### src/rtl/sgpio_bp_led_decoder_pkg.sv
// Shared constants and types for the SGPIO backplane LED decoder.
package sgpio_bp_led_decoder_pkg;

  typedef enum logic {
    UNSYNC = 1'b0,
    SHIFT  = 1'b1
  } state_t;

  localparam int unsigned BITS_PER_DRV    = 3;
  localparam int unsigned DEF_HDD_NUM     = 36;
  localparam int unsigned DEF_TIMEOUT_CYC = 50000;

  function automatic int unsigned frame_bits(input int unsigned hdd_num);
    return BITS_PER_DRV * hdd_num;
  endfunction

endpackage

### src/rtl/sgpio_bp_led_decoder_if.sv
// SGPIO serial inputs and per-drive LED / status outputs.
interface sgpio_bp_led_decoder_if
  #(parameter int unsigned HDD_NUM = sgpio_bp_led_decoder_pkg::DEF_HDD_NUM);

  logic               SGPIO_CK;
  logic               SGPIO_LD;
  logic               SGPIO_DATA;
  logic [HDD_NUM-1:0] DRV_ACT_LED;
  logic [HDD_NUM-1:0] DRV_LOC_LED;
  logic [HDD_NUM-1:0] DRV_FAIL_LED;
  logic               LINK_OK;
  logic               FRAME_STB;
  logic [7:0]         FRAME_ERR_CNT;

  modport master (
    output SGPIO_CK, SGPIO_LD, SGPIO_DATA,
    input  DRV_ACT_LED, DRV_LOC_LED, DRV_FAIL_LED, LINK_OK, FRAME_STB, FRAME_ERR_CNT
  );

  modport slave (
    input  SGPIO_CK, SGPIO_LD, SGPIO_DATA,
    output DRV_ACT_LED, DRV_LOC_LED, DRV_FAIL_LED, LINK_OK, FRAME_STB, FRAME_ERR_CNT
  );

endinterface

### src/rtl/sgpio_bp_led_decoder_in_sync.sv
// Two-flop synchronisers for CK/LD/DATA plus CK falling-edge detect.
module sgpio_in_sync (
  input  logic SYSCLK,
  input  logic RESET,
  input  logic SGPIO_CK,
  input  logic SGPIO_LD,
  input  logic SGPIO_DATA,
  output logic CK_FALL,
  output logic LD_S,
  output logic DATA_S
);

  logic [1:0] ck_sync;
  logic [1:0] ld_sync;
  logic [1:0] data_sync;
  logic       ck_dly;

  // Synchroniser chains and edge-detect delay flop.
  always_ff @(posedge SYSCLK) begin
    if (RESET) begin
      ck_sync   <= '0;
      ld_sync   <= '0;
      data_sync <= '0;
      ck_dly    <= 1'b0;
    end else begin
      ck_sync   <= {ck_sync[0], SGPIO_CK};
      ld_sync   <= {ld_sync[0], SGPIO_LD};
      data_sync <= {data_sync[0], SGPIO_DATA};
      ck_dly    <= ck_sync[1];
    end
  end

  assign CK_FALL = ck_dly & ~ck_sync[1];
  assign LD_S    = ld_sync[1];
  assign DATA_S  = data_sync[1];

endmodule

### src/rtl/sgpio_bp_led_decoder.sv
// Backplane-side SGPIO target: deserialises ACT/LOC/FAIL per drive.
module sgpio_bp_led_decoder
  import sgpio_bp_led_decoder_pkg::*;
#(
  parameter int unsigned HDD_NUM     = DEF_HDD_NUM,
  parameter int unsigned TIMEOUT_CYC = DEF_TIMEOUT_CYC
) (
  input logic                   SYSCLK,
  input logic                   RESET,
  sgpio_bp_led_decoder_if.slave sgpio
);

  localparam int unsigned FRAME_BITS = frame_bits(HDD_NUM);
  localparam int unsigned CNT_W      = $clog2(FRAME_BITS + 1);
  localparam int unsigned TMR_W      = $clog2(TIMEOUT_CYC);
  localparam logic [CNT_W-1:0] LAST_BIT = CNT_W'(FRAME_BITS - 1);
  localparam logic [TMR_W-1:0] TMR_MAX  = TMR_W'(TIMEOUT_CYC - 1);

  logic ck_fall;
  logic ld_s;
  logic data_s;

  sgpio_in_sync u_in_sync (
    .SYSCLK     (SYSCLK),
    .RESET      (RESET),
    .SGPIO_CK   (sgpio.SGPIO_CK),
    .SGPIO_LD   (sgpio.SGPIO_LD),
    .SGPIO_DATA (sgpio.SGPIO_DATA),
    .CK_FALL    (ck_fall),
    .LD_S       (ld_s),
    .DATA_S     (data_s)
  );

  state_t                state_q, state_d;
  logic [CNT_W-1:0]      cnt_q, cnt_d;
  logic [TMR_W-1:0]      timer_q;
  logic [FRAME_BITS-1:0] shadow;
  logic                  store_en;
  logic                  commit_d, commit_q;
  logic                  frame_err;
  logic                  expire;
  logic [HDD_NUM-1:0]    act_next, loc_next, fail_next;

  // Next state, bit counter and event decode; a CK fall takes priority over timeout.
  always_comb begin
    state_d   = state_q;
    cnt_d     = cnt_q;
    store_en  = 1'b0;
    commit_d  = 1'b0;
    frame_err = 1'b0;
    expire    = 1'b0;
    if (ck_fall) begin
      case (state_q)
        UNSYNC: begin
          if (ld_s) begin
            state_d = SHIFT;
            cnt_d   = '0;
          end
        end
        SHIFT: begin
          if (ld_s) begin
            store_en = 1'b1;
            cnt_d    = '0;
            if (cnt_q == LAST_BIT) commit_d  = 1'b1;
            else                   frame_err = 1'b1;
          end else if (cnt_q == LAST_BIT) begin
            frame_err = 1'b1;
            state_d   = UNSYNC;
            cnt_d     = '0;
          end else begin
            store_en = 1'b1;
            cnt_d    = cnt_q + CNT_W'(1);
          end
        end
      endcase
    end else if (timer_q == TMR_MAX) begin
      expire  = 1'b1;
      state_d = UNSYNC;
      cnt_d   = '0;
    end
  end

  // State, counter, shadow register and link timer.
  always_ff @(posedge SYSCLK) begin
    if (RESET) begin
      state_q  <= UNSYNC;
      cnt_q    <= '0;
      shadow   <= '0;
      commit_q <= 1'b0;
      timer_q  <= '0;
    end else begin
      state_q  <= state_d;
      cnt_q    <= cnt_d;
      commit_q <= commit_d;
      if (store_en) shadow[cnt_q] <= data_s;
      if (ck_fall)                timer_q <= '0;
      else if (timer_q != TMR_MAX) timer_q <= timer_q + TMR_W'(1);
    end
  end

  for (genvar i = 0; i < HDD_NUM; i++) begin : g_map
    assign act_next[i]  = shadow[BITS_PER_DRV*i];
    assign loc_next[i]  = shadow[BITS_PER_DRV*i + 1];
    assign fail_next[i] = shadow[BITS_PER_DRV*i + 2];
  end

  // Commit lands one cycle after the closing bit is stored in the shadow.
  always_ff @(posedge SYSCLK) begin
    if (RESET) begin
      sgpio.DRV_ACT_LED   <= '0;
      sgpio.DRV_LOC_LED   <= '0;
      sgpio.DRV_FAIL_LED  <= '0;
      sgpio.LINK_OK       <= 1'b0;
      sgpio.FRAME_STB     <= 1'b0;
      sgpio.FRAME_ERR_CNT <= '0;
    end else begin
      sgpio.FRAME_STB <= commit_q;
      if (commit_q) begin
        sgpio.DRV_ACT_LED  <= act_next;
        sgpio.DRV_LOC_LED  <= loc_next;
        sgpio.DRV_FAIL_LED <= fail_next;
        sgpio.LINK_OK      <= 1'b1;
      end
      if (frame_err) begin
        sgpio.LINK_OK <= 1'b0;
        if (sgpio.FRAME_ERR_CNT != '1) sgpio.FRAME_ERR_CNT <= sgpio.FRAME_ERR_CNT + 8'd1;
      end
      if (expire) begin
        sgpio.DRV_ACT_LED  <= '0;
        sgpio.DRV_LOC_LED  <= '0;
        sgpio.DRV_FAIL_LED <= '0;
        sgpio.LINK_OK      <= 1'b0;
      end
    end
  end

endmodule

### src/flat_wrapper.sv
// flat-port wrapper written by rule: the top's interface ports become plain ports
module sgpio_bp_led_decoder_flat import sgpio_bp_led_decoder_pkg::*;
#(
  parameter int unsigned HDD_NUM     = DEF_HDD_NUM,
  parameter int unsigned TIMEOUT_CYC = DEF_TIMEOUT_CYC
)
  (SYSCLK, RESET, sgpio_SGPIO_CK, sgpio_SGPIO_LD, sgpio_SGPIO_DATA, sgpio_DRV_ACT_LED, sgpio_DRV_LOC_LED, sgpio_DRV_FAIL_LED, sgpio_LINK_OK, sgpio_FRAME_STB, sgpio_FRAME_ERR_CNT);
  sgpio_bp_led_decoder_if #(.HDD_NUM(HDD_NUM)) sgpio_i ();
  input logic SYSCLK;
  input logic RESET;
  input wire logic [$bits(sgpio_i.SGPIO_CK)-1:0] sgpio_SGPIO_CK;
  input wire logic [$bits(sgpio_i.SGPIO_LD)-1:0] sgpio_SGPIO_LD;
  input wire logic [$bits(sgpio_i.SGPIO_DATA)-1:0] sgpio_SGPIO_DATA;
  output wire logic [$bits(sgpio_i.DRV_ACT_LED)-1:0] sgpio_DRV_ACT_LED;
  output wire logic [$bits(sgpio_i.DRV_LOC_LED)-1:0] sgpio_DRV_LOC_LED;
  output wire logic [$bits(sgpio_i.DRV_FAIL_LED)-1:0] sgpio_DRV_FAIL_LED;
  output wire logic [$bits(sgpio_i.LINK_OK)-1:0] sgpio_LINK_OK;
  output wire logic [$bits(sgpio_i.FRAME_STB)-1:0] sgpio_FRAME_STB;
  output wire logic [$bits(sgpio_i.FRAME_ERR_CNT)-1:0] sgpio_FRAME_ERR_CNT;
  assign sgpio_i.SGPIO_CK = sgpio_SGPIO_CK;
  assign sgpio_i.SGPIO_LD = sgpio_SGPIO_LD;
  assign sgpio_i.SGPIO_DATA = sgpio_SGPIO_DATA;
  assign sgpio_DRV_ACT_LED = sgpio_i.DRV_ACT_LED;
  assign sgpio_DRV_LOC_LED = sgpio_i.DRV_LOC_LED;
  assign sgpio_DRV_FAIL_LED = sgpio_i.DRV_FAIL_LED;
  assign sgpio_LINK_OK = sgpio_i.LINK_OK;
  assign sgpio_FRAME_STB = sgpio_i.FRAME_STB;
  assign sgpio_FRAME_ERR_CNT = sgpio_i.FRAME_ERR_CNT;
  sgpio_bp_led_decoder #(.HDD_NUM(HDD_NUM), .TIMEOUT_CYC(TIMEOUT_CYC)) u_core (.SYSCLK(SYSCLK), .RESET(RESET), .sgpio(sgpio_i));
endmodule
### config.mk
export PLATFORM = sky130hd
export DESIGN_NAME = sgpio_bp_led_decoder_flat
export DESIGN_NICKNAME = d
export VERILOG_FILES = /design/src/rtl/sgpio_bp_led_decoder_pkg.sv /design/src/rtl/sgpio_bp_led_decoder_if.sv /design/src/rtl/sgpio_bp_led_decoder_in_sync.sv /design/src/rtl/sgpio_bp_led_decoder.sv /design/src/flat_wrapper.sv
export SDC_FILE = /design/constraint.sdc
export NUM_CORES = 1
export LEC_CHECK = 0
export CORE_MARGIN = 10
export CORE_UTILIZATION = 35
export DETAILED_ROUTE_END_ITERATION = 12
export DONT_BUFFER_PORTS = 1
export PLACE_DENSITY = 0.58
export SLEW_MARGIN = 30
export SYNTH_ARGS = -nofsm -noshare
export SYNTH_HDL_FRONTEND = slang
export SYNTH_HIERARCHICAL = 1
export SYNTH_SLANG_ARGS = --single-unit
### constraint.sdc
create_clock -name SYSCLK -period 2.85 [get_ports SYSCLK]
set_clock_uncertainty 0.05 [all_clocks]
set_input_delay 0.855 -clock SYSCLK [delete_from_list [all_inputs] [get_ports SYSCLK]]
set_output_delay 0.855 -clock SYSCLK [all_outputs]
set_load 0.05 [all_outputs]
### After elaboration in Yosys (flattened, before gate mapping)

Cells that the tools add are included.

* flip-flop bits (word level): 258
* output and inout bits: 118
* word-level logic and storage cells: 61

* $add $sub $neg: 3
* $lt $le $gt $ge: 2
* eq/ne operators: 5
* multiplexer cells: 23
* bitwise operators: 5
* reductions and logical operators: 8

Operators with widths (number)
* $bwmux 108: 1
* $mux 7: 5
* $add 16x1->16 const B: 1
* $eq 16x16->1 const B: 1
* $ne 16x16->1 const B: 1
* $mux 1: 14
* $pmux 7 s2: 1
* $add 8x1->8 const B: 1
* $lt 7x8->1 const B: 1
* $ne 8x8->1 const B: 1
* $add 7x1->7 const B: 1
* $demux 1 s7: 1
* $eq 7x7->1 const B: 1
* $ge 7x1->1 const B: 1
* $not 1->1: 4
* $reduce_and 2->1: 2
* $reduce_or 2->1: 2
* $reduce_or 4->1: 1
* $ne 3x3->1 const B: 1
* $reduce_or 3->1: 1
* $pmux 1 s2: 1
* $reduce_bool 2->1: 1
* $and 1x1->1: 1
* $logic_and 1x1->1: 1

### Logic depth before layout (Yosys ltp)

Gate-level depths: netlist (run 1).

* depth in word-level cells: 6
* mapped depth: 10
* gate-level depth less buffers: 8

### By module

Netlist (run 1), hierarchy kept.

Modules (own cells, without submodules)
* sgpio_bp_led_decoder: instances 1, cells each 1082, area each 10039.6 um^2, seq. area each 5024.8 um^2
* sgpio_in_sync: instances 1, cells each 15, area each 190.2 um^2, seq. area each 140.1 um^2

### Worst setup path before layout (run 1)

Ideal clock, no wire load.

* path kind: reg-to-reg
* start: reg u_core.cnt_q[1]
* end: reg u_core.shadow[102]
* library setup time: 0.070 ns
* arrival time: 2.173 ns
* data required time: 2.730 ns
* slack: 0.556 ns
* stages on the path, launching flop included: 11
* path buffers: 2
* clock period less this slack: 2.294 ns
* path through: dfxtp_1 -> ha_1 -> and2_1 -> and4_1 -> ha_1 -> and4bb_2 -> buf_2 -> and3_1 -> buf_4 -> nand3_1 -> a21oi_1

* cells in the longest elaborated chain, start to end: 5
* elaborated cells between the ends (all ways): 11

Ends and longest elaborated chain
* from (decl): RTL line sgpio_bp_led_decoder.sv:35 `logic [CNT_W-1:0] cnt_q, cnt_d;`
* from (signal assigned): RTL line sgpio_bp_led_decoder.sv:93 `cnt_q <= cnt_d;`
* $lt 7x8->1 (implied by the code) (tied with other cells): RTL line sgpio_bp_led_decoder.sv:95 `if (store_en) shadow[cnt_q] <= data_s;`
* $logic_and 1x1->1 (implied by the code) / $mux 1 (equally long branches): RTL line sgpio_bp_led_decoder.sv:95, sgpio_bp_led_decoder.sv:66
* $mux 1, on equally long branches: RTL line sgpio_bp_led_decoder.sv:95, sgpio_bp_led_decoder.sv:61
* $demux 1 s7 / $mux 1 (equally long branches)
* $bwmux 108 / $mux 1 (equally long branches): RTL line sgpio_bp_led_decoder.sv:95, sgpio_bp_led_decoder.sv:52
* to (signal, indexed assignment): RTL line sgpio_bp_led_decoder.sv:95
* to (decl): RTL line sgpio_bp_led_decoder.sv:37 `logic [FRAME_BITS-1:0] shadow;`

Parallel ways exist; a longest one is shown, timed or not.
A chain may end at the register's enable or synchronous reset.

### Final worst setup path (run 1)

* start: reg u_core.cnt_q[1]
* end: reg u_core.shadow[81]

The elaborated chain is that of the path after synthesis.

==> results_dict.tcl, run 1 <==
set metrics [dict create \
    drive_above_1_share_pct 9.65 \
    rows 62 \
    fin_crit_sh_pct 89.3 \
    ioPinCount 123 \
    cp-end-kind "register" \
    cts_root_buf "clkbuf_16" \
    synth_commonest_cells "258 x dfxtp_1, 164 x nor2_1, 137 x mux2i_1" \
    syn_area_per_cell_um2 9.33 \
    layout_min_cycle_time_ns 2.55 \
    syn_nets 1106 \
    hold_path_depth 1 \
    finalSetupViolCount 0 \
    ant_nets 0 \
    synth_edf_count 0 \
    p_leak_nw 4.03 \
    grt_overflow 0 \
    tightest_slew_ns 0.654 \
    antenna_found_initial 0 \
    hold_path_class "in -> reg" \
    n_antenna_cell 0 \
    postCtsSetupBuffers 0 \
    path_clk_slew_ns 0.06 \
    power.density_nw_per_um2 634 \
    area_delta_synth_final_pct 13.8 \
    synth-seq-cells 258 \
    crit_fanout 8 \
    routed_wl_um 28700 \
    clock_sinks 258 \
    worst-path-buf-inv 1 \
    max-cap-violations 0 \
    critical_path.most_common_cell "ha_1" \
    initial_core_util_pct 35.5 \
    die_y_um 191 \
    numCtsBuffers 28 \
    synth_ff_type "dfxtp_1" \
    ir_drop_mv 0.404 \
    final_area_um2 11600 \
    cts_tree "done" \
    synth_top_cell_area_share_pct 50.5 \
    status "finished, final reports clean" \
    max_clock_freq_mhz 393 \
    drt-pass1-iter-count 5 \
    clock_latency_ns 0.53 \
    portBuffers 0 \
    slew_headroom_pct 56.4 \
    crit_slowest_cell "dfxtp_1" \
    synth_most_common_cell "dfxtp_1" \
    wl_per_cell_um 19.3 \
    finish.net_count 1091 \
    grt_max_degree 132 \
    worstPathArrival_ns 2.95 \
    yosysTopAreaCell "dfxtp_1" \
    grt_pass1_wl_um 44400 \
    drc 0 \
    synth.distinct_cells 50 \
    first_global_vias 7377 \
    startpoint_type "register" \
    slew_viol_final 0 \
    cts_max_path_buffers 3 \
    hpwl_um 18900 \
    drt_iter0_drc 735 \
    synth_area_um2 10200 \
    whs_ns 0.336 \
    hold_violations 0 \
    synthTopCellsByArea "dfxtp_1 50%, mux2i_1 13%, nand3_1 6.3%" \
    setup_tns_ns 0 \
    crit_family "simple AND/OR/NAND/NOR gates" \
    ys.warnings.count 6 \
    cp.depth 9 \
    core_area_um2 28800 \
    rsz0062_at_grt "no" \
    total_power_mw 7.38 \
    ctsResizeCount 0 \
    die_w_um 191 \
    hold_buffers 0 \
    crit_required_ns 3.26 \
    critPathMaxStageDelay_ns 0.38 \
    path_cells "ha_1 -> and2_1 -> and4_1 -> ha_1 -> and3b_1 -> and3_1 -> buf_4 -> nand3_1 -> a21oi_1" \
    gp_congestion 0.805 \
    viasPerCell 5.26 \
    die_area_um2 36500 \
    async_reset_ff_share_pct 0 \
    synth_cells 1097 \
    grtUsageTotal_pct 15.2 \
    critPathKind "reg -> reg" \
    placed_area_um2 10700 \
    via_count 7804 \
    yosysSeqAreaShare_pct 50.5 \
    ff2ff_path_depth 9 \
    htreeDepth 1 \
]
-- per-layer routing --
layer	GRT usage, %	vias to the layer above	routed length [µm]
met5	0	-	0
met4	3.63	0	535
met3	5.50	39	2840
met2	23.4	245	12900
met1	19.7	3726	12400
li1	-	3794	-
-- flip-flops by register name, indices dropped and copies added (netlist names) --
signal,count
u_core/sgpio.DRV_ACT_LED,36
u_core/sgpio.FRAME_ERR_CNT,8
u_core/u_in_sync/ld_sync,2
u_core/shadow,108
u_core/commit_q,1
u_core/u_in_sync/data_sync,2
u_core/cnt_q,7
u_core/sgpio.DRV_LOC_LED,36
u_core/state_q,1
u_core/sgpio.FRAME_STB,1
u_core/u_in_sync/ck_dly,1
u_core/sgpio.DRV_FAIL_LED,36
u_core/timer_q,16
u_core/u_in_sync/ck_sync,2
u_core/sgpio.LINK_OK,1
-- worst reg2reg max path: stages (launching register included) --
cell     delay, ns
dfxtp_1       0.38
ha_1          0.26
and2_1        0.18
and4_1        0.23
ha_1          0.23
and3b_1       0.31
and3_1        0.38
buf_4         0.21
nand3_1       0.07
a21oi_1       0.17
-- cell usage in the layout, fill, tap and decap left out, drive strengths merged, types with 7 or more instances in the layout --
cell / count
a21oi: 87
and3: 8
buf: 49
clkbuf: 41
dfxtp: 258
mux2i: 137
nand2: 11
nand3: 128
nand4: 7
nor2: 165
nor2b: 11
nor4: 7
o21ai: 88
xnor2: 11
xor2: 9
-- metrics by stage --
| step | utilization (%) | instances | setup slack [ns] |
|---|---|---|---|
| finish | 40.5 | 1483 | 0.305 |
| global route | 40.5 | 1483 | 0.157 |
| CTS | 40.5 | 1483 | 0.331 |
| detailed placement | 37.2 | 1436 | 0.342 |
| global placement | 37.2 | 1436 | 0.494 |
| floorplan | - | 1097 | 0.556 |
-- cell families (layout without fill, tap and decap cells) --
group,after synthesis,in the layout,synth area share (%)
AND/OR/NAND/NOR,388,388,19.7
flip-flops,258,258,50.5
AO/OA/AOI/OAI,189,189,9.61
multiplexers,138,138,13.5
buffers and inverters,100,102,4.50
XOR/XNOR,20,20,1.71
adder cells (fa/ha/maj),4,4,0.489
-- worst paths after layout --
| check | startpoint | slack (ns) | end |
|---|---|---|---|
| setup / recovery | u_core/cnt_q[1]$_SDFFE_PP0P_ | 0.30 | u_core/shadow[81]$_SDFFE_PP0P_ |
| hold / removal | RESET | 0.34 | u_core/u_in_sync/data_sync[1]$_SDFF_PP0_ |
| hold reg to reg | u_core/u_in_sync/ck_sync[0]$_SDFF_PP0_ | 0.39 | u_core/u_in_sync/ck_sync[1]$_SDFF_PP0_ |
| setup reg to reg | u_core/cnt_q[1]$_SDFFE_PP0P_ | 0.30 | u_core/shadow[81]$_SDFFE_PP0P_ |
-- area by class of cell --
class	instances	area, µm²
Multi-Input combinational cell	739	4610
Clock buffer	41	831
Tap cell	384	480
Clock inverter	6	109
Sequential cell	258	5170
Fill cell	2865	17100
Timing Repair Buffer	49	418
Inverter	6	22.5
-- power breakdown --
group          switching, mW  leakage, nW  internal, mW
clock network           1.42        0.462          2.27
logic                 0.0477         1.49        0.0194
registers             0.0150         2.08          3.61
(Power assumes the default switching activity.)
==> inputs of run 2 (changes only) <==
--- a/config.mk
+++ b/config.mk
@@ -10,6 +10,7 @@
 export DETAILED_ROUTE_END_ITERATION = 12
 export DONT_BUFFER_PORTS = 1
 export PLACE_DENSITY = 0.58
+export SKIP_LAST_GASP = 1
 export SLEW_MARGIN = 30
 export SYNTH_ARGS = -nofsm -noshare
 export SYNTH_HDL_FRONTEND = slang
==> results of run 2 <==
The final DEF is identical to that of run 1; final timing and power are the same.
